**src/rtl/shift_pkg.sv**
```systemverilog
// Shared definitions for the serial shift sequencer: FSM encoding and default geometry.
package shift_pkg;

  typedef enum logic [1:0] {
    IDLE = 2'd0,
    LOW  = 2'd1,
    HIGH = 2'd2,
    DONE = 2'd3
  } state_e;

  localparam int DEF_WIDTH = 8;
  localparam int DEF_DIV   = 2;
  localparam int DEF_DIVW  = 8;

  // A new word may be taken only between frames or on the closing cycle of one.
  function automatic logic accepts_word(state_e s);
    return (s == IDLE) || (s == DONE);
  endfunction

endpackage

```
**src/rtl/shift_ctrl_if.sv**
```systemverilog
// Parallel-side word handshake between the CPU I/O decode and the shift sequencer.
interface shift_ctrl_if import shift_pkg::*; #(
  parameter int WIDTH = DEF_WIDTH
) ();

  logic [WIDTH-1:0] tx_data;
  logic             tx_valid;
  logic             tx_ready;
  logic [WIDTH-1:0] rx_data;
  logic             rx_valid;
  logic             busy;

  modport master (
    output tx_data, tx_valid,
    input  tx_ready, rx_data, rx_valid, busy
  );

  modport slave (
    input  tx_data, tx_valid,
    output tx_ready, rx_data, rx_valid, busy
  );

endinterface

```
**src/rtl/shift_io_reg.sv**
```systemverilog
// Parallel-load, shift-left register; load wins over shift, zero on reset.
module shift_io_reg import shift_pkg::*; #(
  parameter int WIDTH = DEF_WIDTH
) (
  input  logic             clk,
  input  logic             reset,
  input  logic             load,
  input  logic             shift,
  input  logic [WIDTH-1:0] d,
  input  logic             si,
  output logic [WIDTH-1:0] q,
  output logic             so
);

  logic [WIDTH-1:0] q_q, q_d;

  always_comb begin
    q_d = q_q;
    if (load)       q_d = d;
    else if (shift) q_d = {q_q[WIDTH-2:0], si};
  end

  always_ff @(posedge clk) begin
    if (reset) q_q <= '0;
    else       q_q <= q_d;
  end

  assign q  = q_q;
  assign so = q_q[WIDTH-1];

endmodule

```
**src/rtl/shift_ctrl.sv**
```systemverilog
// SPI-mode-0 style frame sequencer: FSM, sck half-period divider and bit counter
// driving a tx shifter (mosi) and an rx assembler (miso).
module shift_ctrl import shift_pkg::*; #(
  parameter int WIDTH = DEF_WIDTH,
  parameter int DIV   = DEF_DIV,
  parameter int DIVW  = DEF_DIVW
) (
  input  logic          clk,
  input  logic          reset,
  shift_ctrl_if.slave   bus,
  output logic          sck,
  output logic          mosi,
  input  logic          miso,
  output logic          cs_n
);

  localparam int BW = $clog2(WIDTH);

  if (WIDTH < 2)                     begin : g_bad_width $error("WIDTH must be >= 2"); end
  if (DIV < 1)                       begin : g_bad_div   $error("DIV must be >= 1"); end
  if ((DIV - 1) >= (1 << DIVW))      begin : g_bad_divw  $error("DIVW too narrow for DIV-1"); end

  state_e            state_q, state_d;
  logic [DIVW-1:0]   div_q, div_d;
  logic [BW-1:0]     bit_q, bit_d;
  logic              sck_q, sck_d;
  logic              cs_n_q, busy_q, tx_ready_q, rx_valid_q, rx_valid_d;
  logic [WIDTH-1:0]  rx_data_q, rx_data_d;

  logic              tx_load, tx_shift, rx_shift;
  logic [WIDTH-1:0]  tx_ld_data;
  logic [WIDTH-1:0]  rx_q;
  logic              rx_so_unused;
  logic [WIDTH-1:0]  tx_q_unused;
  logic              tx_so;

  logic accept, div_term, last_bit;

  assign accept   = bus.tx_valid && tx_ready_q;
  assign div_term = (div_q == DIVW'(DIV - 1));
  assign last_bit = (bit_q == BW'(WIDTH - 1));

  always_comb begin
    state_d    = state_q;
    div_d      = div_q;
    bit_d      = bit_q;
    sck_d      = sck_q;
    tx_load    = 1'b0;
    tx_ld_data = '0;
    tx_shift   = 1'b0;
    rx_shift   = 1'b0;
    rx_valid_d = 1'b0;
    rx_data_d  = rx_data_q;
    unique case (state_q)
      IDLE, DONE: begin
        if (accept) begin
          tx_load    = 1'b1;
          tx_ld_data = bus.tx_data;
          bit_d      = '0;
          div_d      = '0;
          sck_d      = 1'b0;
          state_d    = LOW;
        end else if (state_q == DONE) begin
          // Clearing the shifter parks mosi low while idle.
          tx_load = 1'b1;
          state_d = IDLE;
        end
      end
      LOW: begin
        if (div_term) begin
          sck_d    = 1'b1;
          rx_shift = 1'b1;
          div_d    = '0;
          state_d  = HIGH;
        end else begin
          div_d = div_q + DIVW'(1);
        end
      end
      HIGH: begin
        if (div_term) begin
          sck_d = 1'b0;
          div_d = '0;
          if (last_bit) begin
            // Last miso bit was taken on the preceding rise, so rx_q is complete.
            state_d    = DONE;
            rx_valid_d = 1'b1;
            rx_data_d  = rx_q;
          end else begin
            tx_shift = 1'b1;
            bit_d    = bit_q + BW'(1);
            state_d  = LOW;
          end
        end else begin
          div_d = div_q + DIVW'(1);
        end
      end
      default: state_d = IDLE;
    endcase
  end

  always_ff @(posedge clk) begin
    if (reset) begin
      state_q    <= IDLE;
      div_q      <= '0;
      bit_q      <= '0;
      sck_q      <= 1'b0;
      cs_n_q     <= 1'b1;
      busy_q     <= 1'b0;
      tx_ready_q <= 1'b0;
      rx_valid_q <= 1'b0;
      rx_data_q  <= '0;
    end else begin
      state_q    <= state_d;
      div_q      <= div_d;
      bit_q      <= bit_d;
      sck_q      <= sck_d;
      cs_n_q     <= (state_d == IDLE);
      busy_q     <= (state_d != IDLE);
      tx_ready_q <= accepts_word(state_d);
      rx_valid_q <= rx_valid_d;
      rx_data_q  <= rx_data_d;
    end
  end

  shift_io_reg #(.WIDTH(WIDTH)) u_tx (
    .clk   (clk),
    .reset (reset),
    .load  (tx_load),
    .shift (tx_shift),
    .d     (tx_ld_data),
    .si    (1'b0),
    .q     (tx_q_unused),
    .so    (tx_so)
  );

  shift_io_reg #(.WIDTH(WIDTH)) u_rx (
    .clk   (clk),
    .reset (reset),
    .load  (1'b0),
    .shift (rx_shift),
    .d     ('0),
    .si    (miso),
    .q     (rx_q),
    .so    (rx_so_unused)
  );

  assign sck          = sck_q;
  assign cs_n         = cs_n_q;
  assign mosi         = tx_so;
  assign bus.tx_ready = tx_ready_q;
  assign bus.busy     = busy_q;
  assign bus.rx_valid = rx_valid_q;
  assign bus.rx_data  = rx_data_q;

endmodule

```
**src/flat_wrapper.sv**
```systemverilog
// flat-port wrapper written by rule: the top's interface ports become plain ports
module shift_ctrl_flat import shift_pkg::*;
#(
  parameter int WIDTH = DEF_WIDTH,
  parameter int DIV   = DEF_DIV,
  parameter int DIVW  = DEF_DIVW
)
  (clk, reset, sck, mosi, miso, cs_n, bus_tx_data, bus_tx_valid, bus_tx_ready, bus_rx_data, bus_rx_valid, bus_busy);
  shift_ctrl_if #(.WIDTH(WIDTH)) bus_i ();
  input  logic clk;
  input  logic reset;
  output logic sck;
  output logic mosi;
  input  logic miso;
  output logic cs_n;
  input wire logic [$bits(bus_i.tx_data)-1:0] bus_tx_data;
  input wire logic [$bits(bus_i.tx_valid)-1:0] bus_tx_valid;
  output wire logic [$bits(bus_i.tx_ready)-1:0] bus_tx_ready;
  output wire logic [$bits(bus_i.rx_data)-1:0] bus_rx_data;
  output wire logic [$bits(bus_i.rx_valid)-1:0] bus_rx_valid;
  output wire logic [$bits(bus_i.busy)-1:0] bus_busy;
  assign bus_i.tx_data = bus_tx_data;
  assign bus_i.tx_valid = bus_tx_valid;
  assign bus_tx_ready = bus_i.tx_ready;
  assign bus_rx_data = bus_i.rx_data;
  assign bus_rx_valid = bus_i.rx_valid;
  assign bus_busy = bus_i.busy;
  shift_ctrl #(.WIDTH(WIDTH), .DIV(DIV), .DIVW(DIVW)) u_core (.clk(clk), .reset(reset), .bus(bus_i), .sck(sck), .mosi(mosi), .miso(miso), .cs_n(cs_n));
endmodule
```
**config.mk**
```make
export PLATFORM = sky130hd
export DESIGN_NAME = shift_ctrl_flat
export DESIGN_NICKNAME = d
export VERILOG_FILES = /design/src/rtl/shift_pkg.sv /design/src/rtl/shift_ctrl_if.sv /design/src/rtl/shift_io_reg.sv /design/src/rtl/shift_ctrl.sv /design/src/flat_wrapper.sv
export SDC_FILE = /design/constraint.sdc
export NUM_CORES = 1
export LEC_CHECK = 0
export ABC_CLOCK_PERIOD_IN_PS = 2050
export BUFFER_PORTS_ARGS = -buffer_cell sky130_fd_sc_hd__buf_4
export CAP_MARGIN = 5
export CORE_MARGIN = 2
export CORE_UTILIZATION = 40
export DETAILED_ROUTE_END_ITERATION = 6
export PLACE_DENSITY_LB_ADDON = 0.05
export SLEW_MARGIN = 25
export SYNTH_ARGS = -nofsm -noshare
export SYNTH_HDL_FRONTEND = slang
export SYNTH_SLANG_ARGS = --single-unit
```
**constraint.sdc**
```tcl
create_clock -name clk -period 2.05 [get_ports clk]
set_input_delay 0 -clock clk [delete_from_list [all_inputs] [get_ports clk]]
set_output_delay 0 -clock clk [all_outputs]
set_load 0.005 [all_outputs]
```
==> results.yml <==
worst_setup_path:
  reg2reg_setup_slack_ns: 0.14
  startpoint_type: "register"
  crit_path_cell_trace: "inv_1 -> ha_1 -> or4b_4 -> or3_1 -> nand2_1 -> a21oi_1"
  ff2ff_path_depth: 6
  critPathCaptureType: "register"
  cp_data_required_time_ns: 2.22
  cp_max_stage_cell: "sky130_fd_sc_hd__or3_1"
  crit_path_max_incr_delay_ns: 0.53
  critPathKind: "register to register"
  worstPathMaxFanout: 8
  timing.critical_path.arrival_ns: 2.08
cells_and_area:
  finalCoreUtilization_pct: 49.1
  nNetsFinal: 260
  final_area_sq_um: 2290
  syn_to_final_growth_pct: 19.4
  drive_above_1_share_pct: 22.5
  number_of_inserted_diodes: 0
timing:
  layout_setup_ws_ns: 0.141
  max-slew-margin-rel_pct: 72.9
  report.final.slew_viol_count: 0
  setup_viol_count_final: 0
  finalHoldWorstSlack_ns: 0.106
  final_min_period_over_clock_period_pct: 93.1
  tightestPinTransition_ns: 0.407
  finalSetupTns_ns: 0
  max_clock_freq_mhz: 524
  timing.final.crit_period_ns: 1.91
  fin_worst_skew_ns: 0.00788
  report.final.hold_viol_count: 0
synth:
  synthesis.area_sq_um: 1920
  synthesized_nets: 230
  synth-edff-count: 0
  synthFlopType: "sky130_fd_sc_hd__dfxtp_1"
  syn_inst: 209
  mean_instance_size_in_the_synthesized_netlist_sq_um: 9.17
  async_set_or_reset_register_ratio_after_synthesis_pct: 0
  ys_warn_count: 0
  ys_types: 47
  ys_ff_latch: 42
  yosysSeqAreaShare_pct: 43.9
route:
  detail_route.iter0.violations: 73
  vias_per_cell: 5.54
  vias: 1628
  antenna_violating_nets_post_route: 0
  final_wirelength_mm: 4.04
  route.detailed.wl_per_inst_um: 13.7
  drc_errors_left: 0
  drt_pre_antenna_iters: 4
cts:
  cts_root_buf: "sky130_fd_sc_hd__clkbuf_8"
  cts_max_level: 2
  clock_sink_count: 42
  insertion_delay_ns: 0.29
  cts_bufs_inserted: 5
  clkSlewWorstSetupHoldPaths_ns: 0.08
  post_cts_buffers: 0
  cts_tree: "done"
  cts_buffer_depth: 2
min_path:
  hold_path.class: "input pin to register"
  hold_depth: 3
die:
  die-area_sq_um: 5360
  placeableCoreArea_sq_um: 4660
  floorplan.io_pins: 26
  placementRows: 25
  die_height_um: 73.2
  chipWidth_um: 73.2
  initial_core_util_pct: 41.1
placed_design:
  detailedPlace.worstSlack_ns: 0.0695
  port_buffers: 25
  dpl-instance-area_sq_um: 2160
  gp_congestion: 0.839
  dp_hpwl_mm: 2.82
grt:
  antenna_found_initial: 0
  overall_global_routing_resource_usage_pct: 15.9
  grt_max_degree: 41
  global_route.overflow_total: 0
  first_global_vias: 1516
  grt_pass1_wl_mm: 6.76
power_and_ir_drop:
  p_leak_nw: 0.961
  p_per_area_nw_per_um2: 702
  vdd.ir_drop.worst_uv: 358
job:
  drv.max_cap_violation_count: 0
run_status:
  outcome: "finished clean"
[worst paths after layout]
path / from / endpoint
worst max register to register: u_core.div_q[1]$_SDFFE_PP0P_ / u_core.bus.rx_data[1]$_SDFFE_PP0P_
worst min-delay path: bus_tx_data[6] / u_core.u_tx.q[6]$_SDFFE_PP0P_
worst max-delay path: u_core.div_q[1]$_SDFFE_PP0P_ / u_core.bus.rx_data[1]$_SDFFE_PP0P_
worst min register to register: u_core.bus.rx_data[4]$_SDFFE_PP0P_ / u_core.bus.rx_data[4]$_SDFFE_PP0P_
[synth_stat cells, types with 3 or more instances]
| master | instances | area, sq um |
|---|---|---|
| sky130_fd_sc_hd__dfxtp_1 | 42 | 841 |
| sky130_fd_sc_hd__nand2_1 | 27 | 101 |
| sky130_fd_sc_hd__nor2_1 | 22 | 82.6 |
| sky130_fd_sc_hd__a21oi_1 | 14 | 70.1 |
| sky130_fd_sc_hd__ha_1 | 9 | 113 |
| sky130_fd_sc_hd__mux2i_1 | 9 | 90.1 |
| sky130_fd_sc_hd__a211oi_1 | 8 | 60.1 |
| sky130_fd_sc_hd__a22oi_1 | 7 | 52.6 |
| sky130_fd_sc_hd__nand3_1 | 6 | 30.0 |
| sky130_fd_sc_hd__and3_1 | 5 | 31.3 |
| sky130_fd_sc_hd__clkbuf_1 | 5 | 18.8 |
| sky130_fd_sc_hd__inv_1 | 5 | 18.8 |
| sky130_fd_sc_hd__o21ai_0 | 5 | 25.0 |
| sky130_fd_sc_hd__a311o_1 | 3 | 30.0 |
[power by group]
group	leakage (nW)	internal, W	switching [W]
Sequential	0.341	0.000841	0.0000176
Combinational	0.575	0.0000963	0.000119
Clock	0.0441	0.000239	0.000293
Total	0.961	0.00118	0.000429
[metal layers]
layer  routed length, um  vias to the layer above  global-route usage, %  part of all wire [%]
li1                    -                      820                      -                     -
met1                1860                      780                   19.6                    46
met2                2040                       24                   27.5                    51
met3                  96                        4                   3.04                   2.4
met4                  46                        0                   5.76                   1.1
met5                   0                        -                      0                     0
[critical path, delay by kind of cell, from the launching register on]
kind            cells  cell delay [ns]
compound gates      1             0.07
fa+ha+maj           1             0.15
buf+inv             1             0.06
flops               1             0.35
simple gates        3             1.16
[through the flow]
| stage | total power, W | std cells |
|---|---|---|
| 5_1_grt | 0.00168 | 294 |
| 6_report | 0.00161 | 294 |
| 2_1_floorplan | 0.00102 | 209 |
| 3_5_place_dp | 0.00109 | 284 |
| 4_1_cts | 0.00162 | 294 |
| 3_3_place_gp | 0.00108 | 284 |
[flip-flops by register name, indices dropped and copies added, names as in the netlist]
signal and cells:
u_core.u_rx.q 8, u_core.bus.rx_valid 1, u_core.state_q 2, u_core.bus.tx_ready 1, u_core.u_tx.q 8, u_core.bus.rx_data 8, u_core.div_q 8, u_core.bus.busy 1
u_core.sck 1, u_core.cs_n 1, u_core.bit_q 3
[placed cells by master, fill, tap and decap left out, types with 2 or more instances in the layout]
cell and count:
sky130_fd_sc_hd__a211oi_1 8, sky130_fd_sc_hd__a21oi_1 14, sky130_fd_sc_hd__a22oi_1 7, sky130_fd_sc_hd__a311o_1 3
sky130_fd_sc_hd__a311oi_1 2, sky130_fd_sc_hd__and3_1 5, sky130_fd_sc_hd__and4_1 2, sky130_fd_sc_hd__buf_4 31
sky130_fd_sc_hd__clkbuf_8 5, sky130_fd_sc_hd__dfxtp_1 40, sky130_fd_sc_hd__dfxtp_2 2, sky130_fd_sc_hd__dlygate4sd3_1 2
sky130_fd_sc_hd__ha_1 9, sky130_fd_sc_hd__inv_1 5, sky130_fd_sc_hd__mux2i_1 9, sky130_fd_sc_hd__nand2_1 27
sky130_fd_sc_hd__nand2b_1 2, sky130_fd_sc_hd__nand3_1 6, sky130_fd_sc_hd__nor2_1 22, sky130_fd_sc_hd__nor3_1 2
sky130_fd_sc_hd__nor4_1 2, sky130_fd_sc_hd__nor4b_1 2, sky130_fd_sc_hd__o21ai_0 3, sky130_fd_sc_hd__o21ai_2 2
sky130_fd_sc_hd__or3_1 2
[repair_timing]
item                                    4_1_cts  5_1_grt
hold buffers                                  2        0
hold endpoints to repair                      2        0
resized for setup                             0        6
endpoints found under the setup margin        0        3
[area by class of cell]
cell class | count | area, sq um
fill | 461 | 2370
multi-input combinational | 152 | 1010
sequential | 42 | 843
timing repair buffer | 33 | 253
clock buffer | 5 | 68.8
tap | 54 | 67.6
clock inverter | 3 | 21.3
inverter | 5 | 18.8
[kinds of logic (layout without fill, tap and decap cells)]
group / after synthesis / after routing / synth area share [%]
fa+ha+maj: 9 / 9 / 5.88
simple gates: 82 / 82 / 22.7
compound gates: 52 / 52 / 19.0
flops: 42 / 42 / 43.9
mux: 9 / 9 / 4.70
buf+inv: 15 / 46 / 3.79
Note: power is estimated with default switching activity, not from simulation.
